`config.mk`:
```
export PLATFORM = sky130hd
export DESIGN_NAME = adc_spi_responder
export DESIGN_NICKNAME = d
export VERILOG_FILES = /design/src/rtl/adc_spi_responder.sv
export SDC_FILE = /design/constraint.sdc
export NUM_CORES = 1
export LEC_CHECK = 0
export ABC_CLOCK_PERIOD_IN_PS = 2200
export BUFFER_PORTS_ARGS = -buffer_cell sky130_fd_sc_hd__clkbuf_2
export CORE_ASPECT_RATIO = 0.7
export CORE_MARGIN = 4
export CORE_UTILIZATION = 51
export CTS_BUF_LIST = sky130_fd_sc_hd__clkbuf_4
export CTS_CLUSTER_SIZE = 30
export DETAILED_ROUTE_END_ITERATION = 10
export GPL_ROUTABILITY_DRIVEN = 0
export PLACE_DENSITY = 0.82
export SYNTH_ARGS = -nofsm -noshare
export SYNTH_HDL_FRONTEND = slang
export SYNTH_SLANG_ARGS = --single-unit
```
`constraint.sdc`:
```
create_clock -name clk -period 2.2 [get_ports clk]
set_input_delay 0.22 -clock clk [delete_from_list [all_inputs] [get_ports clk]]
set_output_delay 0.22 -clock clk [all_outputs]
set_load 0.01 [all_outputs]
```
`src/rtl/adc_spi_responder.sv`:
```
// SPI responder that emulates a 10-bit, 8-channel MCP3008-class ADC.
// It decodes the start/SGL/D2..D0 command and shifts the captured sample out MSB-first, then LSB-first.
`timescale 1ns/1ps
module adc_spi_responder #(
  parameter int SYNC_STAGES = 2
) (
  input  logic        clk,
  input  logic        rst,
  input  logic        ad_clk,
  input  logic        cs,
  input  logic        din,
  output logic        dout,
  output logic        dout_oe,
  input  logic [79:0] ch_data,
  output logic [2:0]  ch_sel,
  output logic        sgl,
  output logic        conv_pulse,
  output logic        busy
);

  typedef enum logic [2:0] {
    S_IDLE, S_WAIT, S_HDR, S_NULL, S_MSB, S_LSB, S_ZERO
  } state_t;

  logic [SYNC_STAGES-1:0] r_clk_sync, r_cs_sync, r_din_sync;
  logic       r_clk_d, r_rise, r_fall, r_din_d, r_armed;
  logic       w_clk_s, w_cs_s, w_din_s;
  logic [9:0] w_ch [8];
  logic [2:0] w_sel;

  state_t     r_state;
  logic [3:0] r_cnt;
  logic [2:0] r_hdr;
  logic [9:0] r_shift;
  logic       r_dout, r_oe, r_sgl, r_conv, r_busy;
  logic [2:0] r_ch_sel;

  genvar gi;
  generate
    for (gi = 0; gi < 8; gi++) begin : g_ch
      assign w_ch[gi] = ch_data[10*gi +: 10];
    end
  endgenerate

  assign w_clk_s = r_clk_sync[SYNC_STAGES-1];
  assign w_cs_s  = r_cs_sync[SYNC_STAGES-1];
  assign w_din_s = r_din_sync[SYNC_STAGES-1];
  assign w_sel   = {r_hdr[1:0], r_din_d};

  // Strobes are registered, so r_din_d is delayed by one flop to stay aligned with r_rise.
  always_ff @(posedge clk) begin
    if (rst) begin
      r_clk_sync <= '0;
      r_cs_sync  <= '0;
      r_din_sync <= '0;
      r_clk_d    <= 1'b0;
      r_rise     <= 1'b0;
      r_fall     <= 1'b0;
      r_din_d    <= 1'b0;
    end else begin
      r_clk_sync <= {r_clk_sync[SYNC_STAGES-2:0], ad_clk};
      r_cs_sync  <= {r_cs_sync[SYNC_STAGES-2:0], cs};
      r_din_sync <= {r_din_sync[SYNC_STAGES-2:0], din};
      r_clk_d    <= w_clk_s;
      r_rise     <= w_clk_s & ~r_clk_d;
      r_fall     <= ~w_clk_s & r_clk_d;
      r_din_d    <= w_din_s;
    end
  end

  // r_armed requires cs to be seen high after reset before a frame is accepted.
  always_ff @(posedge clk) begin
    if (rst) begin
      r_state  <= S_IDLE;
      r_armed  <= 1'b0;
      r_cnt    <= '0;
      r_hdr    <= '0;
      r_shift  <= '0;
      r_dout   <= 1'b0;
      r_oe     <= 1'b0;
      r_sgl    <= 1'b0;
      r_ch_sel <= '0;
      r_conv   <= 1'b0;
      r_busy   <= 1'b0;
    end else begin
      r_conv <= 1'b0;
      if (w_cs_s) begin
        r_armed <= 1'b1;
        r_state <= S_IDLE;
        r_dout  <= 1'b0;
        r_oe    <= 1'b0;
        r_busy  <= 1'b0;
      end else begin
        case (r_state)
          S_IDLE: begin
            if (r_armed) begin
              r_state <= S_WAIT;
              r_busy  <= 1'b1;
            end
          end
          S_WAIT: begin
            if (r_rise && r_din_d) begin
              r_state <= S_HDR;
              r_cnt   <= '0;
            end
          end
          S_HDR: begin
            if (r_rise) begin
              r_hdr <= {r_hdr[1:0], r_din_d};
              r_cnt <= r_cnt + 4'd1;
              if (r_cnt == 4'd3) begin
                r_sgl    <= r_hdr[2];
                r_ch_sel <= w_sel;
                r_shift  <= w_ch[w_sel];
                r_conv   <= 1'b1;
                r_state  <= S_NULL;
              end
            end
          end
          S_NULL: begin
            if (r_fall) begin
              r_oe    <= 1'b1;
              r_dout  <= 1'b0;
              r_cnt   <= 4'd9;
              r_state <= S_MSB;
            end
          end
          S_MSB: begin
            if (r_fall) begin
              r_dout <= r_shift[r_cnt];
              if (r_cnt == 4'd0) begin
                r_cnt   <= 4'd1;
                r_state <= S_LSB;
              end else begin
                r_cnt <= r_cnt - 4'd1;
              end
            end
          end
          S_LSB: begin
            if (r_fall) begin
              r_dout <= r_shift[r_cnt];
              if (r_cnt == 4'd9) r_state <= S_ZERO;
              else               r_cnt   <= r_cnt + 4'd1;
            end
          end
          S_ZERO: begin
            if (r_fall) r_dout <= 1'b0;
          end
          default: r_state <= S_IDLE;
        endcase
      end
    end
  end

  assign dout       = r_dout;
  assign dout_oe    = r_oe;
  assign ch_sel     = r_ch_sel;
  assign sgl        = r_sgl;
  assign conv_pulse = r_conv;
  assign busy       = r_busy;

endmodule
```
==> results.md <==
Layout:
- The layout cell share with drive strength beyond 1 is 0.394.
- The end-of-flow core utilization is 0.673.
- The area growth from synthesis to layout is 24.1%.
- The number of antenna diodes in the final layout is 0.
- The net count of the finished layout is 425.

Yosys:
- The gate count of the mapped netlist is 248.
- In the synthesized netlist the async set-or-reset flop fraction comes to 0.
- The main flop type after synthesis is sky130_fd_sc_hd__dfxtp_1.
- Yosys mapped a number of flops with a built-in enable equal to 0.
- For this run, the register share of the synthesized area comes to 0.323.
- The distinct cell type count after synthesis is 47.
- The average cell area after synthesis is 9.74 sq um.
- Synthesis inferred 39 register bits.
- The netlist area before placement is 2420 sq um.
- The number of synthesis warnings is 0.
- When the netlist entered floorplanning its net count stood at 339.

Floorplan:
- The area enclosed by the die boundary is 5920 sq um.
- The region available for standard cell placement spans 4450 sq um.
- After floorplanning, the core was divided into 20 placement rows.
- The count of boundary I/O pins is 93.
- Measured along the y axis, the die boundary spans 65.6 um.
- The floorplan die width is 90.3 um.
- The initial utilization of the core area, before any placement, comes to 0.542.

Clocking:
- Counting the buffers created by CTS gives 5.
- The H-tree was split into 2 levels.
- The clock latency of the later-clocked register in the worst-skew pair is 350 ps.
- TritonCTS built the clock tree.
- The cell at the root of the clock tree is sky130_fd_sc_hd__clkbuf_4.
- The clock passes through at most 2 buffers.
- The number of buffers inserted for hold repair after clock tree synthesis is 0.
- The number of setup buffers added after CTS is 0.
- Clock-pin slew was measured on the worst setup and hold paths at 130 ps.
- The clock sink count is 39.
- The count of instances resized after the clock tree is built is 0.

Critical path:
- The arrival time of data at the critical path endpoint is 2300 ps.
- The maximum net fanout on the critical path is 8.
- The startpoint-to-endpoint class of the critical path is reg2reg.
- The launching instance or port of the critical path is r_cnt[1]$_SDFFE_PP0P_.
- The type of element capturing the critical path is a register.
- The endpoint required time on the critical path is 2480 ps.
- The worst setup path is launched from a register.
- The worst register-to-register path begins at r_cnt[1]$_SDFFE_PP0P_.

STA:
- The final-report max-slew violation count came to 0.
- The total count of hold-check failures in the final report is 0.
- Setup repair after global routing left no endpoint under its margin.
- Setup violations remaining at the end of the flow were counted as 0.
- The post-route clock skew is 5.69 ps.
- At the pin with the least slew margin, the transition time is 678 ps.
- For the final routed database, the setup TNS stands at 0 ps.
- The worst max-slew margin expressed relative to the limit is 0.547.
- Of the available clock period, the critical path in the final layout requires 0.915.
- The maximum clock frequency is 497 MHz.
- The routed design could run at a clock period as short as 2010 ps.

Routing:
- The detailed router put a total of 2630 um of wire on met1.
- The DRC violation count after routing is 0.
- The first detailed-routing pass ran for 6 iterations.
- After detailed routing, the met3 layer carries 429 um of wire.
- The number of DRC violations after detailed-routing iteration 0 is 183.
- The total vias in the final route is 2275.
- In the routed layout, each cell is associated on average with a via count of 5.83.
- The amount of wire on met2 after detailed routing is 3040 um.
- After detailed routing, the average wire length per cell comes to 15.8 um.
- Signal routing reaches up to met4.
- The final antenna-violating net count is 0.
- For this block, the routed nets add up to 6180 um of wire.

Worst hold path:
- The tightest min-delay check is of the in2reg type.
- The worst hold path begins at cs.

Global routing:
- The number of antenna violations at the first check in global routing is 0.
- The first-pass GRT wire length is 10500 um.
- The pin count of the biggest net entering global routing is 26.
- The global-route total usage across every layer is 0.220.
- The number of global-route vias before repair is 2269.
- The overflow left after global routing is 0.

Power and ir drop:
- The share of total power dissipated in the clock network is 0.340.
- For this design the static power due to leakage is 1.25 nW.
- IR analysis of the VDD net gives a maximum drop of 434 uV.
- The switching power is 0.360 mW.
- The part of the power in combinational logic is 0.157.
- The net switching share of the total power is 0.248.
- In this run the power density over the cells is 484 nW/um^2.
- Internal power comes to 1.09 mW.
- The share of total power dissipated in sequential elements is 0.503.

Run status:
- The run finished with clean final reports.

Place:
- The HPWL after detailed placement is 4960 um.
- The quantity of I/O buffers inserted on ports is 92.

Job:
- Max-cap violations in this run came to 0.
-- metal layers --
layer,vias up,track usage
met1,1080,0.290
met2,94,0.373
met4,0,0.0573
li1,1092,-
met5,-,0
met3,9,0.0446
-- state kept, by name, indices dropped and copies added, names as in the netlist, 2 cells and up --
register	flops
r_clk_sync	2
r_din_sync	2
r_cnt	4
r_shift	10
ch_sel	3
r_hdr	3
r_state	3
r_cs_sync	2
-- power groups by stage --
stage               Sequential, mW  Clock [mW]  Combinational (mW)
detailed placement           0.745           0               0.227
CTS                          0.729       0.505               0.227
finish                       0.730       0.493               0.228
global route                 0.732       0.537               0.252
floorplan                    0.740           0               0.128
global placement             0.744           0               0.217
-- final cells by class --
class | instances | area (sq um)
Clock buffer | 5 | 37.5
Clock inverter | 3 | 42.5
Fill cell | 360 | 1460
Inverter | 4 | 15.0
Multi-Input combinational cell | 184 | 1530
Sequential cell | 39 | 781
Tap cell | 55 | 68.8
Timing Repair Buffer | 100 | 520
-- synthesized netlist by cell type, drive strengths merged, types with 4 or more instances --
master,n,area share
nor2,39,0.061
mux4,22,0.21
nand2,11,0.017
dfxtp,39,0.32
a21oi,18,0.037
nor2b,12,0.031
buf,8,0.016
o21ai,8,0.017
inv,4,0.0062
clkbuf,13,0.020
a31oi,4,0.010
nand2b,5,0.013
ha,6,0.031
mux2i,18,0.075
-- layout by cell type (no fill, tap or decap), types with 2 or more instances in the layout --
cell / synthesis / layout
sky130_fd_sc_hd__clkbuf_2: 0 / 92
sky130_fd_sc_hd__nor2_1: 39 / 39
sky130_fd_sc_hd__dfxtp_1: 39 / 39
sky130_fd_sc_hd__mux4_2: 22 / 22
sky130_fd_sc_hd__mux2i_1: 18 / 18
sky130_fd_sc_hd__a21oi_1: 18 / 18
sky130_fd_sc_hd__nor2b_1: 12 / 12
sky130_fd_sc_hd__nand2_1: 11 / 11
sky130_fd_sc_hd__o21ai_0: 8 / 8
sky130_fd_sc_hd__buf_4: 0 / 8
sky130_fd_sc_hd__ha_1: 6 / 6
sky130_fd_sc_hd__nand2b_1: 5 / 5
sky130_fd_sc_hd__clkbuf_4: 0 / 5
sky130_fd_sc_hd__a31oi_1: 4 / 4
sky130_fd_sc_hd__inv_1: 3 / 3
sky130_fd_sc_hd__a32o_1: 3 / 3
sky130_fd_sc_hd__a211o_1: 3 / 3
sky130_fd_sc_hd__nand3_1: 3 / 3
sky130_fd_sc_hd__nand3b_1: 2 / 2
sky130_fd_sc_hd__a21boi_0: 2 / 2
sky130_fd_sc_hd__a221oi_1: 2 / 2
sky130_fd_sc_hd__nor3_1: 2 / 2
-- worst paths after layout --
kind	to	slack, ps	cells after the start
hold reg to reg	r_fall$_SDFF_PP0_	420	1
setup reg to reg	r_cnt[2]$_SDFFE_PP0P_	190	7
hold / removal	r_cs_sync[0]$_SDFF_PP0_	70	2
setup / recovery	r_cnt[2]$_SDFFE_PP0P_	190	7
-- cell families (layout without fill, tap and decap cells) --
family                   count (synthesis)  count (layout)  synth area share
XOR/XNOR                                 1               1           0.00363
adder cells (fa/ha/maj)                  6               6            0.0311
multiplexers                            41              41             0.284
AO/OA/AOI/OAI                           52              52             0.146
buffers and inverters                   25             112            0.0419
AND/OR/NAND/NOR                         84              84             0.170
flip-flops                              39              39             0.323
-- stage by stage --
step           area, sq um  hold slack, ps  std cells  power [mW]  setup slack, ps
6_report              3000            69.7        390        1.45              186
5_1_grt               3000            62.4        390        1.52             20.7
4_1_cts               3000            60.0        390        1.46              219
3_5_place_dp          2920             403        382       0.972              230
3_3_place_gp          2920             391        382       0.961              297
2_1_floorplan         2420             348        248       0.867              395
-- critical path, cell delays in order (launching register included) --
cell	delay (ps)
sky130_fd_sc_hd__dfxtp_1	480
sky130_fd_sc_hd__inv_1	140
sky130_fd_sc_hd__ha_1	220
sky130_fd_sc_hd__nand4b_1	100
sky130_fd_sc_hd__a21boi_0	90
sky130_fd_sc_hd__a211o_1	390
sky130_fd_sc_hd__a311o_1	320
sky130_fd_sc_hd__a221oi_2	200
(Power assumes the default switching activity.)
